### src/rtl/vector_pkg.sv
// Shared vector types for the operand collector: register and mask word shapes
// plus the collector state encoding.
package vector_pkg;

  localparam int VLMAX = 4;

  typedef logic [VLMAX-1:0][15:0] vreg_t;
  typedef logic [VLMAX-1:0]       vmask_t;

  typedef enum logic [1:0] {
    IDLE    = 2'd0,
    COLLECT = 2'd1,
    VALID   = 2'd2
  } opcollect_state_t;

endpackage

### src/rtl/opc_port_slot.sv
// One operand slot: pending-request bit, capture flag, latched bank number and
// the collected data word. Used for every data port and for the mask port.
module opc_port_slot #(
  parameter int W  = 16,
  parameter int BW = 1
) (
  input  logic          CLK,
  input  logic          RST,
  input  logic          active,
  input  logic          load,
  input  logic          load_used,
  input  logic [BW-1:0] load_bank,
  input  logic          grant,
  input  logic [W-1:0]  rdata,
  output logic          req,
  output logic          pend,
  output logic          cap,
  output logic [BW-1:0] bank,
  output logic [W-1:0]  data
);

  assign req = pend & active;

  // A grant only counts while we are actually requesting; read data lands the cycle after.
  always_ff @(posedge CLK or posedge RST) begin
    if (RST) begin
      pend <= 1'b0;
      cap  <= 1'b0;
      bank <= '0;
      data <= '0;
    end else if (load) begin
      pend <= load_used;
      cap  <= 1'b0;
      bank <= load_bank;
      data <= '0;
    end else begin
      if (cap) begin
        data <= rdata;
        cap  <= 1'b0;
      end
      if (req && grant) begin
        pend <= 1'b0;
        cap  <= 1'b1;
      end
    end
  end

endmodule

### src/rtl/vreg_opcollect.sv
// Vector operand collector: accepts an instruction, gathers its source operands
// and mask through contended bank read ports, then presents them as one bundle.
module vreg_opcollect
  import vector_pkg::*;
#(
  parameter int NSRC            = 3,
  parameter int BANK_COUNT      = 4,
  parameter int MASK_BANK_COUNT = 2
) (
  input  logic                        CLK,
  input  logic                        RST,
  input  logic                        issue_valid,
  output logic                        issue_ready,
  input  logic [NSRC-1:0][7:0]        issue_vs,
  input  logic [NSRC-1:0]             issue_vs_used,
  input  logic [3:0]                  issue_vms,
  input  logic                        issue_vm_used,
  input  logic [7:0]                  issue_tag,
  output logic [NSRC-1:0]             REN,
  output logic [NSRC-1:0][7:0]        vs,
  input  logic [NSRC-1:0]             rgrant,
  output logic                        MREN,
  output logic [3:0]                  vms,
  input  logic                        mgrant,
  input  vreg_t [BANK_COUNT-1:0]      bank_rdata,
  input  vmask_t [MASK_BANK_COUNT-1:0] mask_rdata,
  output logic                        op_valid,
  input  logic                        op_ready,
  output vreg_t [NSRC-1:0]            op_data,
  output vmask_t                      op_mask,
  output logic [7:0]                  op_tag,
  output logic [15:0]                 conflict_cnt
);

  localparam int DBW = (BANK_COUNT > 1) ? $clog2(BANK_COUNT) : 1;
  localparam int MBW = (MASK_BANK_COUNT > 1) ? $clog2(MASK_BANK_COUNT) : 1;

  opcollect_state_t state, state_nx;
  logic                   accept, active, all_done;
  logic [NSRC-1:0][7:0]   vs_q;
  logic [3:0]             vms_q;
  logic [NSRC-1:0]        pend, cap;
  logic                   mpend, mcap;
  logic [NSRC-1:0][DBW-1:0] dbank;
  logic [MBW-1:0]         mbank;
  vreg_t [NSRC-1:0]       dsel;
  vmask_t                 msel;
  logic [16:0]            cnt_inc, cnt_sum;

  assign active   = (state == COLLECT);
  assign accept   = issue_valid & issue_ready;
  assign all_done = ~(|pend) & ~mpend & ~(|cap) & ~mcap;
  assign vs       = active ? vs_q : '0;
  assign vms      = active ? vms_q : '0;

  for (genvar i = 0; i < NSRC; i++) begin : g_slot
    assign dsel[i] = bank_rdata[dbank[i]];
    opc_port_slot #(.W($bits(vreg_t)), .BW(DBW)) u_slot (
      .CLK(CLK), .RST(RST), .active(active), .load(accept),
      .load_used(issue_vs_used[i]), .load_bank(issue_vs[i][DBW-1:0]),
      .grant(rgrant[i]), .rdata(dsel[i]), .req(REN[i]), .pend(pend[i]),
      .cap(cap[i]), .bank(dbank[i]), .data(op_data[i])
    );
  end

  assign msel = mask_rdata[mbank];
  opc_port_slot #(.W($bits(vmask_t)), .BW(MBW)) u_mslot (
    .CLK(CLK), .RST(RST), .active(active), .load(accept),
    .load_used(issue_vm_used), .load_bank(issue_vms[MBW-1:0]),
    .grant(mgrant), .rdata(msel), .req(MREN), .pend(mpend),
    .cap(mcap), .bank(mbank), .data(op_mask)
  );

  // Next state; a consumed bundle can hand over straight to the next instruction.
  always_comb begin
    state_nx    = state;
    issue_ready = 1'b0;
    op_valid    = 1'b0;
    unique case (state)
      IDLE: begin
        issue_ready = 1'b1;
        if (issue_valid) state_nx = COLLECT;
      end
      COLLECT: begin
        if (all_done) state_nx = VALID;
      end
      VALID: begin
        op_valid = 1'b1;
        if (op_ready) begin
          issue_ready = 1'b1;
          state_nx    = issue_valid ? COLLECT : IDLE;
        end
      end
      default: state_nx = IDLE;
    endcase
  end

  always_ff @(posedge CLK or posedge RST) begin
    if (RST) begin
      state  <= IDLE;
      vs_q   <= '0;
      vms_q  <= '0;
      op_tag <= '0;
    end else begin
      state <= state_nx;
      if (accept) begin
        vs_q   <= issue_vs;
        vms_q  <= issue_vms;
        op_tag <= issue_tag;
      end
    end
  end

  always_comb begin
    cnt_inc = 17'(MREN & ~mgrant);
    for (int i = 0; i < NSRC; i++) cnt_inc = cnt_inc + 17'(REN[i] & ~rgrant[i]);
    cnt_sum = {1'b0, conflict_cnt} + cnt_inc;
  end

  // Saturating count of port-cycles that asked for a read and were refused.
  always_ff @(posedge CLK or posedge RST) begin
    if (RST) conflict_cnt <= '0;
    else     conflict_cnt <= cnt_sum[16] ? 16'hFFFF : cnt_sum[15:0];
  end

endmodule

### config.mk
export PLATFORM = sky130hd
export DESIGN_NAME = vreg_opcollect
export DESIGN_NICKNAME = d
export VERILOG_FILES = /design/src/rtl/vector_pkg.sv /design/src/rtl/opc_port_slot.sv /design/src/rtl/vreg_opcollect.sv
export SDC_FILE = /design/constraint.sdc
export NUM_CORES = 1
export LEC_CHECK = 0
export ABC_CLOCK_PERIOD_IN_PS = 3700
export BUFFER_PORTS_ARGS = -buffer_cell sky130_fd_sc_hd__clkbuf_2
export CORE_AREA = 2 2 222 224
export DETAILED_ROUTE_END_ITERATION = 12
export DIE_AREA = 0 0 224 226
export GPL_TIMING_DRIVEN = 0
export PLACE_DENSITY = 0.54
export SLEW_MARGIN = 40
export SYNTH_ARGS = -nofsm -noshare
export SYNTH_HDL_FRONTEND = slang
export SYNTH_HIERARCHICAL = 1
export SYNTH_SLANG_ARGS = --single-unit
export TNS_END_PERCENT = 1
### constraint.sdc
create_clock -name CLK -period 3.7 [get_ports CLK]
set_clock_uncertainty 0.15 [all_clocks]
set_input_delay 0.37 -clock CLK [delete_from_list [all_inputs] [get_ports CLK]]
set_output_delay 0.37 -clock CLK [all_outputs]
set_load 0.005 [all_outputs]
== Word level (Yosys, flattened, before mapping) ==
Index checks and enable logic that the tools add are counted.
W data, S select, Z words.

* Latch bits: 0
* Bits in read-only memories: 0
* Output and inout port bits: 254
* Bits in writable memories: 0
* Memories: 0
* Register bits after elaboration: 265
* Word-level logic and storage cells: 115

* Shifts and indexed selects: 0
* Equal/unequal tests: 5
* Bitwise logic cells: 20
* Multiplexer cells: 43
* Multipliers: 0
* $add $sub $neg: 4
* Div/mod/pow operators: 0
* $lt $le $gt $ge: 4
* Reductions and logical operators: 16

{| class="wikitable"
|+ Operator list
! operator !! count
|-
| $mux W64 || 9
|-
| $bmux W64 S2 || 3
|-
| $and A1 B17 Y17 || 4
|-
| $not A1 Y17 || 4
|-
| $add A17 B17 Y17 || 3
|-
| $mux W24 || 1
|-
| $mux W4 || 5
|-
| $mux W1 || 19
|-
| $add A16 B17 Y17 || 1
|-
| $mux W16 || 1
|-
| $reduce_bool A2 Y1 || 8
|-
| $lt A2 B3 Y1 const B || 3
|-
| $and A1 B1 Y1 || 8
|-
| $mux W2 || 3
|-
| $pmux W2 S3 || 1
|-
| $reduce_or A3 Y1 || 2
|-
| $logic_and A1 B1 Y1 || 4
|-
| $ne A2 B2 Y1 const B || 2
|-
| $not A1 Y1 || 4
|-
| $reduce_and A3 Y1 || 1
|-
| $eq A2 B1 Y1 const B || 1
|-
| $eq A2 B2 Y1 const B || 1
|-
| $logic_not A2 Y1 || 1
|-
| $lt A1 B2 Y1 const B || 1
|-
| other kinds (2) || 2
|}

== Logic depth before layout (Yosys ltp) ==
Gate-level depths: netlist of the first run.

* Word-level depth: 8
* Gate-level depth with buffers: 13

== Hierarchy ==
Netlist of the first run, hierarchy kept.

{| class="wikitable"
|+ By module, submodules not included
! module !! times used !! seq. area each (um2) !! area an instance (um2) !! cells an instance
|-
| opc_port_slot (g_slot[0].u_slot ...) || 3 || 1701.6 || 2780.2 || 219
|-
| vreg_opcollect || 1 || 1351.3 || 7150.6 || 445
|-
| opc_port_slot (u_mslot) || 1 || 175.2 || 287.8 || 23
|}

== Worst setup path before layout of the first run ==
No wires, ideal clock.

* Path kind: register to register
* Start: register state[0]
* End: register conflict_cnt[0]
* Setup time: 0.065 ns
* Path buffers: 2
* Path slack: 0.437 ns
* Stages on the path, launching flop included: 14
* Clock period less this slack: 3.263 ns
* Data arrival time: 3.048 ns
* Path through: dfrtp_1 > nor2b_1 > clkbuf_1 > and2_1 > nand2b_1 > fa_1 > fa_1 > inv_1 > fa_1 > nand2_1 > nor2_1 > nand3_1 > buf_2 > nand2_1

{| class="wikitable"
|+ RTL lines
! what !! line !! text
|-
| from (decl) || vreg_opcollect.sv:38 || <nowiki>opcollect_state_t state, state_nx;</nowiki>
|-
| from (signal assigned) || vreg_opcollect.sv:105 || <nowiki>state <= state_nx;</nowiki>
|-
| $eq A2 B1 Y1 || vreg_opcollect.sv:50 || <nowiki>assign active = (state == COLLECT);</nowiki>
|-
| via active || vreg_opcollect.sv:39 || <nowiki>logic accept, active, all_done;</nowiki>
|-
| $and A1 B1 Y1 || opc_port_slot.sv:22 || <nowiki>assign req = pend & active;</nowiki>
|-
| via REN[1] || vreg_opcollect.sv:19 || <nowiki>output logic [NSRC-1:0] REN,</nowiki>
|-
| $and A1 B17 Y17 || vreg_opcollect.sv:116 || <nowiki>for (int i = 0; i < NSRC; i++) cnt_inc = cnt_inc + 17'(REN[i] & ~rgrant[i]);</nowiki>
|-
| $add A17 B17 Y17 (2 in a row) || vreg_opcollect.sv:116 ||
|-
| $add A16 B17 Y17 || vreg_opcollect.sv:117 || <nowiki>cnt_sum = {1'b0, conflict_cnt} + cnt_inc;</nowiki>
|-
| $mux W16 || vreg_opcollect.sv:123 || <nowiki>else conflict_cnt <= cnt_sum[16] ? 16'hFFFF : cnt_sum[15:0];</nowiki>
|-
| to (signal assigned) || vreg_opcollect.sv:123 ||
|-
| to (decl) || vreg_opcollect.sv:32 || <nowiki>output logic [15:0] conflict_cnt</nowiki>
|}

The timed path passes the listed nets, and every way through them passes these cells.
A chain may end at the register's enable or synchronous reset.

== Worst setup path after layout of the first run ==
* Start: register state[0]
* End: register conflict_cnt[13]

* Longest elaborated chain between the ends: 8

{| class="wikitable"
|+ Ends and longest elaborated chain
! what !! line
|-
| $eq A2 B1 Y1 * || vreg_opcollect.sv:50
|-
| via active || vreg_opcollect.sv:39
|-
| $and A1 B1 Y1 || opc_port_slot.sv:22
|-
| $and A1 B17 Y17, on equally long branches || vreg_opcollect.sv:115, vreg_opcollect.sv:116
|-
| $add A17 B17 Y17 (2 in a row) || vreg_opcollect.sv:116
|-
| $add A17 B17 Y17 * || vreg_opcollect.sv:116
|-
| $add A16 B17 Y17 * || vreg_opcollect.sv:117
|-
| $mux W16 * || vreg_opcollect.sv:123
|}

Mark *: on every way through the listed nets, which the timed path passes. The rest lies on a longest branch.

==> results of run 1 <==
[sequential cells by signal, summed over array words and instances, names as in the netlist]
signal and flops:
conflict_cnt 16, g_slot.u_slot/bank 6, g_slot.u_slot/cap 3, g_slot.u_slot/data 192
g_slot.u_slot/pend 3, op_tag 8, state 2, u_mslot/bank 1
u_mslot/cap 1, u_mslot/data 4, u_mslot/pend 1, vms_q 4
vs_q 24
[power by group]
group	internal [uW]	switching, uW
sequential	4200	801
combinational	4390	4440
clock	2180	1320
total	10800	6560
[per-layer routing]
metal,wire (um),vias to the layer above
li1,-,5553
met1,23900,6554
met2,29900,516
met3,4510,104
met4,1810,6
met5,39,-
[cell usage in the layout, fill, tap and decap left out, types with 17 or more instances in the layout]
master	instances
buf_8	18
clkbuf_2	569
and2_1	33
nor2_1	197
dfrtp_1	265
nand2_1	17
mux4_2	192
buf_4	19
dlygate4sd3_1	51
buf_2	21
mux2_2	42
clkbuf_16	37
mux2i_1	197
[path summary, 6_finish.rpt]
kind / startpoint / to / slack [ps]
max reg2reg: state[0] / conflict_cnt[13] / 260
min reg2reg: vs_q[4] / vs_q[4] / 340
min: issue_valid / state[0] / 40
max: state[0] / conflict_cnt[13] / 260
max in group asynchronous: RST / g_slot[2].u_slot/data[7] / 2380
min in group asynchronous: RST / vs_q[20] / 370
[stage by stage]
step,power (uW),hold slack (ps),instances
after floorplan,10300,23.4,1125
after global placement,13700,204,2312
after detailed placement,13800,325,2316
after CTS,17500,10.1,2426
after global routing,18400,80.9,2433
final,17300,35.7,2435
[cell usage after synthesis, types with 2 or more instances]
cell,number
dfrtp_1,265
nor2_1,198
mux2i_1,197
mux4_2,192
mux2_2,42
and2_1,33
buf_2,19
buf_4,19
buf_1,18
buf_8,18
nand2_1,17
clkbuf_1,12
inv_1,11
o21ai_0,8
buf_6,7
xnor2_1,6
nand3_1,5
nor2b_1,5
clkbuf_2,4
mux2_1,4
nand2b_1,4
a21bo_2,3
and3_1,3
and3b_1,3
fa_1,3
xor2_1,3
a31oi_1,2
mux2_4,2
nor3_1,2
nor4_1,2
o2111ai_1,2
[worst max-delay path: cells and delay by family, from the launching register on]
kind          cells  cell delay, ps
fa+ha+maj         3            1130
buf+inv           3             530
flops             1             420
simple gates      7            1130
[area by class of cell]
class | instances | area (um2)
Sequential cell | 265 | 6630
Fill cell | 4551 | 27100
Tap cell | 622 | 778
Antenna cell | 9 | 22.5
Buffer | 97 | 733
Clock buffer | 50 | 1050
Timing Repair Buffer | 620 | 3440
Clock inverter | 9 | 124
Multi-Input combinational cell | 752 | 8400
Inverter | 11 | 58.8
[timing repair]
item | 4_1_cts | 5_1_grt
resized for setup | 3 | 5
pin swaps | 0 | 0
setup buffers | 0 | 0
setup endpoints to repair | 16 | 11
hold endpoints to repair | 169 | 0
hold buffers | 51 | 0
[logic make-up after synthesis]
kind of cell / Yosys count
flip-flops: 265
AO/OA/AOI/OAI: 22
multiplexers: 437
adder cells (fa/ha/maj): 4
buffers and inverters: 108
AND/OR/NAND/NOR: 280
XOR/XNOR: 9
==> results.py, run 1 <==
metrics = {
    "timing": {
        "layout_min_cycle_time_ps": 3440,
        "tightest_slew_ps": 724,
        "hold_viol": 0,
        "max_freq_mhz": 291,
        "drv_slew": 0,
        "grt_setup_unrepaired": "no",
        "setup_violations": 0,
        "layout_setup_ws_ps": 258,
        "fin_setup_tns_ps": 0,
        "min_period_over_period_pct": 93.0,
        "slew_headroom_pct": 51.8,
    },
    "setup_path": {
        "cp_slowest_stage_delay_ps": 480,
        "crit_fanout": 17,
        "cp_cell_sequence": "nor2b_2 > buf_6 > and2_1 > nand2b_1 > fa_1 > fa_1 > inv_1 > fa_1 > nand2_1 > nor2_4 > nand3_1 > clkbuf_4 > nand2_1",
        "end_kind": "register",
        "crit_required_ps": 4010,
        "crit_top_cell": "fa_1",
        "cp_slowest_cell": "fa_1",
        "reg2reg_depth": 13,
        "cp.arrival_ps": 3750,
        "cp-start-kind": "register",
        "path_class": "register to register",
    },
    "synthesis": {
        "syn_nets": 1441,
        "syn_inst": 1125,
        "yosysWarnings": 6,
        "synthArstFlopShare_pct": 100,
        "synth-seq-cells": 265,
        "seq_area_frac_synth_pct": 42.0,
        "synth_top_family_by_area": "multiplexers",
        "synth_top_area_share_pct": 42.0,
        "synthXorXnorAreaFrac_pct": 0.500,
        "synth_top_cell_by_area": "dfrtp_1",
        "syn_area_per_cell_um2": 14.0,
        "synthesis.area_mm2": 0.0158,
        "ys_top_cells_by_area": "dfrtp_1 (42%), mux4_2 (27%), mux2i_1 (12%)",
        "yosys.cell_types.count": 47,
        "synthSimpleGateAreaFrac_pct": 7.79,
        "synth_edf_count": 0,
        "synth_compound_area_share_pct": 1.03,
        "synth_fa_ha_area_share_pct": 0.460,
        "ys.flop_type": "dfrtp_1",
        "synth_mux_area_share_pct": 43.4,
    },
    "layout": {
        "layout-area-overhead-vs-synth_pct": 34.6,
        "design_area_mm2": 0.0212,
        "finish.utilization_pct": 43.9,
        "drive_above_1_share_pct": 52.4,
        "nets": 2097,
    },
    "flow_run": {
        "drv_cap": 0,
    },
    "clock_tree": {
        "cts_tree": "done",
        "clock_sinks": 265,
        "cts.reportedPaths.clkPinSlew_ps": 60,
        "worst_skew_pair.late_latency_ps": 530,
        "cts_buffer_depth": 3,
        "clockRootBuffer": "clkbuf_16",
        "cts_buffers": 34,
        "h-tree-depth": 2,
    },
    "grt": {
        "grt_pass1_vias": 13200,
        "antenna_found_initial": 11,
        "met1_usage_pct": 29.1,
        "use_met3_pct": 6.40,
        "grt_pass1_wl_um": 86500,
        "grt_use_total_pct": 23.3,
        "top_usage_layer": "met2",
        "grt_max_degree": 40,
        "use_met2_pct": 38.8,
        "gr-total-overflow": 0,
    },
    "route": {
        "firstDrtPassIters": 5,
        "wl_per_cell_um": 24.7,
        "antenna_left": 0,
        "drt_wl_total_um": 60200,
        "vias_per_cell": 5.23,
        "vias": 12700,
        "route.detailed.drc": 0,
        "first_iter_violations": 796,
    },
    "worst_hold_path": {
        "hold_depth": 3,
        "hold_class": "input pin to register",
    },
    "floorplanning": {
        "ios": 566,
        "die-height_um": 226,
        "core_area_mm2": 0.0483,
        "rows": 81,
        "dieArea_mm2": 0.0506,
        "fp.dieW_um": 224,
        "start_util_pct": 32.6,
    },
    "power_and_ir_drop": {
        "powerDensity_mw_per_mm2": 816,
        "leakage_uw": 0.00992,
        "irDropWorstVdd_mv": 0.465,
    },
    "outcome": {
        "status": "finished clean",
    },
    "place": {
        "hpwl_um": 45700,
        "place_congestion": 0.849,
        "place_area_mm2": 0.0195,
        "port_buffers": 565,
        "post-place-ws_ps": -448,
    },
}
Power figures use the tool's default switching activity.
==> run 2, diff against run 1 <==
Settings changed: CORE_AREA 2 2 222 224 to 2 2 219 221, DIE_AREA 0 0 224 226 to 0 0 221 223, SYNTH_HIERARCHICAL 1 to unset.
==> run 2 against run 1 <==
Compared with the run above:
- worst hold slack worse by 5.0 ps
- wire length down 0.42%
- register-to-register slack lost 110 ps
- critical endpoint is now conflict_cnt[14]
- largest power group unchanged
==> results.py, run 2 <==
metrics = {
    "synthesis": {
        "ys.flop_type": "dfrtp_1",
        "syn_nets": 1431,
        "seq_area_frac_synth_pct": 42.1,
        "synthesis.area_mm2": 0.0153,
        "synth.most_common_cell": "dfrtp_1",
        "synthArstFlopShare_pct": 100,
        "synth-seq-cells": 258,
        "ys_top_cells_by_count": "dfrtp_1 (258), nor2_1 (197), mux2i_1 (196)",
        "synth_top_area_share_pct": 42.1,
        "synth_edf_count": 0,
        "syn_area_per_cell_um2": 13.8,
        "yosysWarnings": 0,
        "ys_top_cells_by_area": "dfrtp_1 (42%), mux4_2 (28%), mux2i_1 (13%)",
        "yosys.cell_types.count": 43,
        "syn_inst": 1115,
        "synth_top_cell_by_area": "dfrtp_1",
    },
    "route": {
        "drt_wl_total_um": 59900,
        "vias_per_cell": 5.27,
        "route.detailed.drc": 0,
        "wl_per_cell_um": 24.8,
        "vias": 12700,
        "firstDrtPassIters": 6,
        "first_iter_violations": 745,
        "antenna_left": 0,
    },
    "layout": {
        "regMostFlops": "g_slot.u_slot.data",
        "top_regs": "g_slot.u_slot.data: 192 flops, vs_q: 24 flops, conflict_cnt: 16 flops",
        "design_area_mm2": 0.0209,
        "layout-area-overhead-vs-synth_pct": 36.3,
        "drive_above_1_share_pct": 52.3,
        "final_common_cell": "clkbuf_2",
        "final_cell_mix": "clkbuf_2 (569), dfrtp_1 (258), nor2_1 (197)",
        "largest_reg_flops": 192,
        "nets": 2098,
    },
    "grt": {
        "antenna_found_initial": 2,
        "grt_pass1_wl_um": 89400,
        "grt_max_degree": 25,
        "gr-total-overflow": 0,
        "grt_use_total_pct": 24.3,
        "grt_pass1_vias": 13600,
    },
    "place": {
        "port_buffers": 565,
        "hpwl_um": 46300,
        "place_congestion": 0.892,
        "place_area_mm2": 0.0193,
        "post-place-ws_ps": -46.4,
    },
    "clock_tree": {
        "cts.reportedPaths.clkPinSlew_ps": 50,
        "worst_skew_pair.late_latency_ps": 530,
        "h-tree-depth": 2,
        "clockRootBuffer": "clkbuf_16",
        "cts_buffer_depth": 3,
        "cts_buffers": 34,
        "cts_tree": "done",
        "clock_sinks": 258,
    },
    "floorplanning": {
        "core_area_mm2": 0.0471,
        "die-height_um": 223,
        "rows": 80,
        "fp.dieW_um": 221,
        "ios": 566,
        "start_util_pct": 32.6,
        "dieArea_mm2": 0.0493,
    },
    "timing": {
        "layout_setup_ws_ps": 146,
        "max_freq_mhz": 281,
        "min_period_over_period_pct": 96.1,
        "setup_violations": 0,
        "hold_viol": 0,
        "tightest_slew_ps": 849,
        "layout_min_cycle_time_ps": 3550,
        "grt_setup_unrepaired": "no",
        "drv_slew": 0,
        "slew_headroom_pct": 43.4,
    },
    "worst_hold_path": {
        "hold_class": "input pin to register",
    },
    "outcome": {
        "status": "finished clean",
    },
    "power_and_ir_drop": {
        "leakage_uw": 0.00986,
        "power.total_uw": 16500,
        "irDropWorstVdd_mv": 0.511,
        "powerDensity_mw_per_mm2": 790,
    },
    "flow_run": {
        "drv_cap": 0,
    },
    "setup_path": {
        "path_class": "register to register",
        "cp-start-kind": "register",
        "crit_fanout": 7,
        "end_kind": "register",
        "crit_required_ps": 3960,
        "cp.arrival_ps": 3820,
    },
}
## run 2: area by class of cell
| cell class | instances | area [um2] |
|---|---|---|
| multi-input cells | 751 | 8330 |
| clock inverters | 7 | 116 |
| diodes | 1 | 2.50 |
| well taps | 615 | 769 |
| flip-flops and latches | 258 | 6460 |
| clock buffers | 47 | 971 |
| inverters | 8 | 33.8 |
| fillers | 4447 | 26200 |
| plain buffers | 98 | 553 |
| repair buffers | 631 | 3690 |
## run 2: logic make-up (layout without fill, tap and decap cells)
| kind of cell | count (synthesis) | after routing | synth area share [%] |
|---|---|---|---|
| fa+ha+maj | 4 | 4 | 0.473 |
| xor+xnor | 6 | 6 | 0.342 |
| mux | 427 | 427 | 43.8 |
| buf+inv | 106 | 791 | 3.77 |
| compound gates | 23 | 23 | 1.10 |
| simple gates | 291 | 291 | 8.44 |
| flops | 258 | 258 | 42.1 |
| other cells | 0 | 1 | 0 |
## run 2: final timing paths
check                              start                   endpoint  slack, ps  cells after the start
setup reg to reg                state[0]           conflict_cnt[14]        150                     11
hold / removal             mask_rdata[2]            u_mslot.data[2]         30                      3
max in group asynchronous            RST  g_slot[0].u_slot.data[26]       1710                     11
min in group asynchronous            RST                   vs_q[13]        260                      4
hold reg to reg                 vs_q[15]                   vs_q[15]        340                      1
setup / recovery                state[0]           conflict_cnt[14]        150                     11
## run 2: what timing repair did
action,CTS,global route
hold buffers,51,0
setup endpoints to repair,1,2
hold endpoints to repair,123,0
resized for setup,1,2
buffers inserted,0,0
## run 2: metrics by stage
step | cells | utilization [%] | hold WS, ps | TNS (ps)
after global placement | 2295 | 40.2 | 312 | -567870
after floorplan | 1115 | - | 299 | -56660
after detailed placement | 2310 | 41.0 | 243 | -46.4
after CTS | 2415 | 44.3 | 1.30 | 0
after global routing | 2416 | 44.4 | 49.1 | 0
final | 2416 | 44.4 | 30.7 | 0
## run 2: power breakdown
part           switching, uW  leakage (uW)  internal [uW]
registers                753       0.00345           3960
logic                   4310       0.00588           4190
clock network           1280      0.000530           2030
## run 2: per-layer routing
metal  share of wire (%)  GRT usage [%]  up-vias  wire, um
li1                    -              -     5543         -
met4                 3.4           8.53        2      2020
met3                 7.1           6.35      120      4270
met2                  50           41.6      523     30100
met5               0.022              0        -        13
met1                  39           29.6     6536     23600
## run 2: worst max-delay path, cell delays in order, from the launching register on
cell and delay [ps]:
dfrtp_1 410, nor2b_4 230, and2_1 260, nand2b_1 100, fa_1 460, fa_1 400
inv_1 90, fa_1 300, nand4_4 190, nor3b_4 300, and3_1 210, mux2_2 330
==> run 3, diff against run 2 <==
Settings changed: ABC_CLOCK_PERIOD_IN_PS 3700 to 3200, CORE_AREA 2 2 219 221 to 2 2 222 224, DIE_AREA 0 0 221 223 to 0 0 224 226, PLACE_DENSITY 0.54 to 0.55.
Clock period 3.7 ns to 3.2 ns, I/O delays scaled along.
==> run 3 against run 2 <==
Compared with the run above:
- first-iteration DRC count shrank 11%
- non-clock buffer count rose by 11
- power rose by 16%
- sequential power increased by 15%
- critical path depth unchanged
- via count increased by 0.40%
- largest cell class unchanged
- the flow now finishes with violations (negative setup slack)
==> results.py, run 3 (synthesis results as in run 2) <==
metrics = {
    "outcome": {
        "status": "finished, violations left",
        "failed_checks": "negative setup slack",
    },
    "timing": {
        "grt_setup_unrepaired": "yes",
        "tightest_slew_ps": 844,
        "slew_headroom_pct": 43.7,
        "setup_violations": 1,
        "layout_setup_ws_ps": -1.04,
        "whs_ps": 115,
        "min_period_over_period_pct": 100,
        "layout_min_cycle_time_ps": 3200,
        "hold_viol": 0,
        "drv_slew": 0,
        "max_freq_mhz": 312,
    },
    "clock_tree": {
        "cts_buffers": 34,
        "worst_skew_pair.late_latency_ps": 540,
        "clock_sinks": 258,
        "cts_tree": "done",
        "clockRootBuffer": "clkbuf_16",
        "h-tree-depth": 2,
        "cts_buffer_depth": 3,
        "cts.reportedPaths.clkPinSlew_ps": 60,
    },
    "floorplanning": {
        "rows": 81,
        "ios": 566,
        "die-height_um": 226,
        "core_area_mm2": 0.0483,
        "start_util_pct": 31.8,
        "fp.dieW_um": 224,
        "dieArea_mm2": 0.0506,
    },
    "grt": {
        "grt_pass1_wl_um": 87600,
        "antenna_found_initial": 10,
        "gr-total-overflow": 0,
        "grt_pass1_vias": 13400,
        "grt_max_degree": 25,
        "grt_use_total_pct": 23.5,
    },
    "setup_path": {
        "end_kind": "register",
        "reg2reg_depth": 11,
        "worstSetupStartpoint": "state[1]",
        "crit_fanout": 6,
        "cp_num_buf_inv": 1,
        "cp_slowest_cell": "fa_1",
        "cp_cell_sequence": "nor2b_4 > and2_1 > nand2b_1 > fa_1 > fa_2 > inv_1 > fa_2 > nand4_4 > nor3b_4 > and3_4 > mux2_2",
        "crit_required_ps": 3470,
        "path_class": "register to register",
        "cp.arrival_ps": 3470,
        "cp.depth": 11,
        "cp_slowest_stage_delay_ps": 470,
        "crit_family": "adder cells",
        "cp-start-kind": "register",
        "timing.rr.start": "state[1]",
        "crit_top_cell": "fa_2",
    },
    "layout": {
        "largest_reg_flops": 192,
        "regMostFlops": "g_slot.u_slot.data",
        "layout-area-overhead-vs-synth_pct": 36.9,
        "nets": 2109,
        "final_common_cell": "clkbuf_2",
        "design_area_mm2": 0.0210,
        "drive_above_1_share_pct": 52.7,
        "top_regs": "g_slot.u_slot.data: 192 flops, vs_q: 24 flops, conflict_cnt: 16 flops",
        "final_cell_mix": "clkbuf_2 (569), dfrtp_1 (258), nor2_1 (197)",
    },
    "route": {
        "drt_wl_total_um": 60100,
        "antenna_left": 0,
        "vias": 12800,
        "route.detailed.drc": 0,
        "vias_per_cell": 5.23,
        "firstDrtPassIters": 5,
        "first_iter_violations": 662,
        "wl_per_cell_um": 24.6,
    },
    "power_and_ir_drop": {
        "p_clk_share_pct": 20.0,
        "leakage_uw": 0.00990,
        "switching_share_pct": 38.7,
        "powerDensity_mw_per_mm2": 912,
        "p_int_uw": 11700,
        "p_switching_uw": 7410,
        "p_seq_share_pct": 28.3,
        "irDropWorstVdd_mv": 0.653,
        "pwr-share-comb_pct": 51.7,
    },
    "flow_run": {
        "drv_cap": 0,
    },
    "place": {
        "port_buffers": 565,
        "place_area_mm2": 0.0192,
        "hpwl_um": 46500,
        "place_congestion": 0.878,
    },
    "worst_hold_path": {
        "hold_depth": 4,
        "hold_class": "input pin to register",
        "hp-start": "bank_rdata[59]",
    },
}
==> run 3: through the flow <==
| step | util [%] | power, uW | setup slack [ps] | std cells | TNS, ps |
|---|---|---|---|---|---|
| final | 43.5 | 19200 | -1.04 | 2444 | -1.04 |
| after global routing | 43.5 | 20300 | -81.6 | 2444 | -224 |
| after CTS | 43.4 | 19400 | 26.0 | 2439 | 0 |
| after detailed placement | 39.8 | 15300 | -609 | 2315 | -6330 |
| after global placement | 39.2 | 15200 | -2660 | 2302 | -682040 |
| after floorplan | - | 11400 | -670 | 1115 | -172820 |
==> run 3: what timing repair did <==
action	CTS	global route
setup endpoints to repair	16	9
pin swaps	5	0
setup buffers	7	0
endpoints found under the hold margin	115	0
gates resized for setup	8	1
hold buffers	57	0
==> run 3: metal layers <==
metal	track usage [%]	share of wire, %	vias up
met5	0	0.045	-
met2	40.3	50	542
met1	28.8	40	6577
met4	7.03	2.3	4
li1	-	-	5569
met3	6.67	7.9	83
==> run 3: final cells by class <==
cell class | instances | area (um2)
Antenna cell | 5 | 12.5
Buffer | 98 | 553
Clock buffer | 47 | 971
Clock inverter | 13 | 119
Fill cell | 4601 | 27300
Inverter | 8 | 33.8
Multi-Input combinational cell | 751 | 8350
Sequential cell | 258 | 6460
Tap cell | 622 | 778
Timing Repair Buffer | 642 | 3740
==> run 3: power by group through the flow <==
stage	clock network, uW	logic, uW	registers [uW]
after floorplan	0	6010	5370
after global placement	0	9790	5420
after detailed placement	0	9900	5450
after CTS	3930	10100	5410
after global routing	4040	10700	5560
final	3830	9910	5420
==> run 3: worst paths after layout <==
check | endpoint | slack [ps]
max | conflict_cnt[14] | -1
min | g_slot[2].u_slot.data[59] | 110
max in group asynchronous | g_slot[2].u_slot.data[22] | 1390
max reg2reg | conflict_cnt[14] | -1
min reg2reg | vs_q[19] | 340
min in group asynchronous | g_slot[0].u_slot.data[51] | 220
==> run 3: tightest hold or removal path, delay by kind of cell <==
kind / cells / cell delay, ps
mux: 2 / 280
buf+inv: 1 / 90
simple gates: 1 / 70
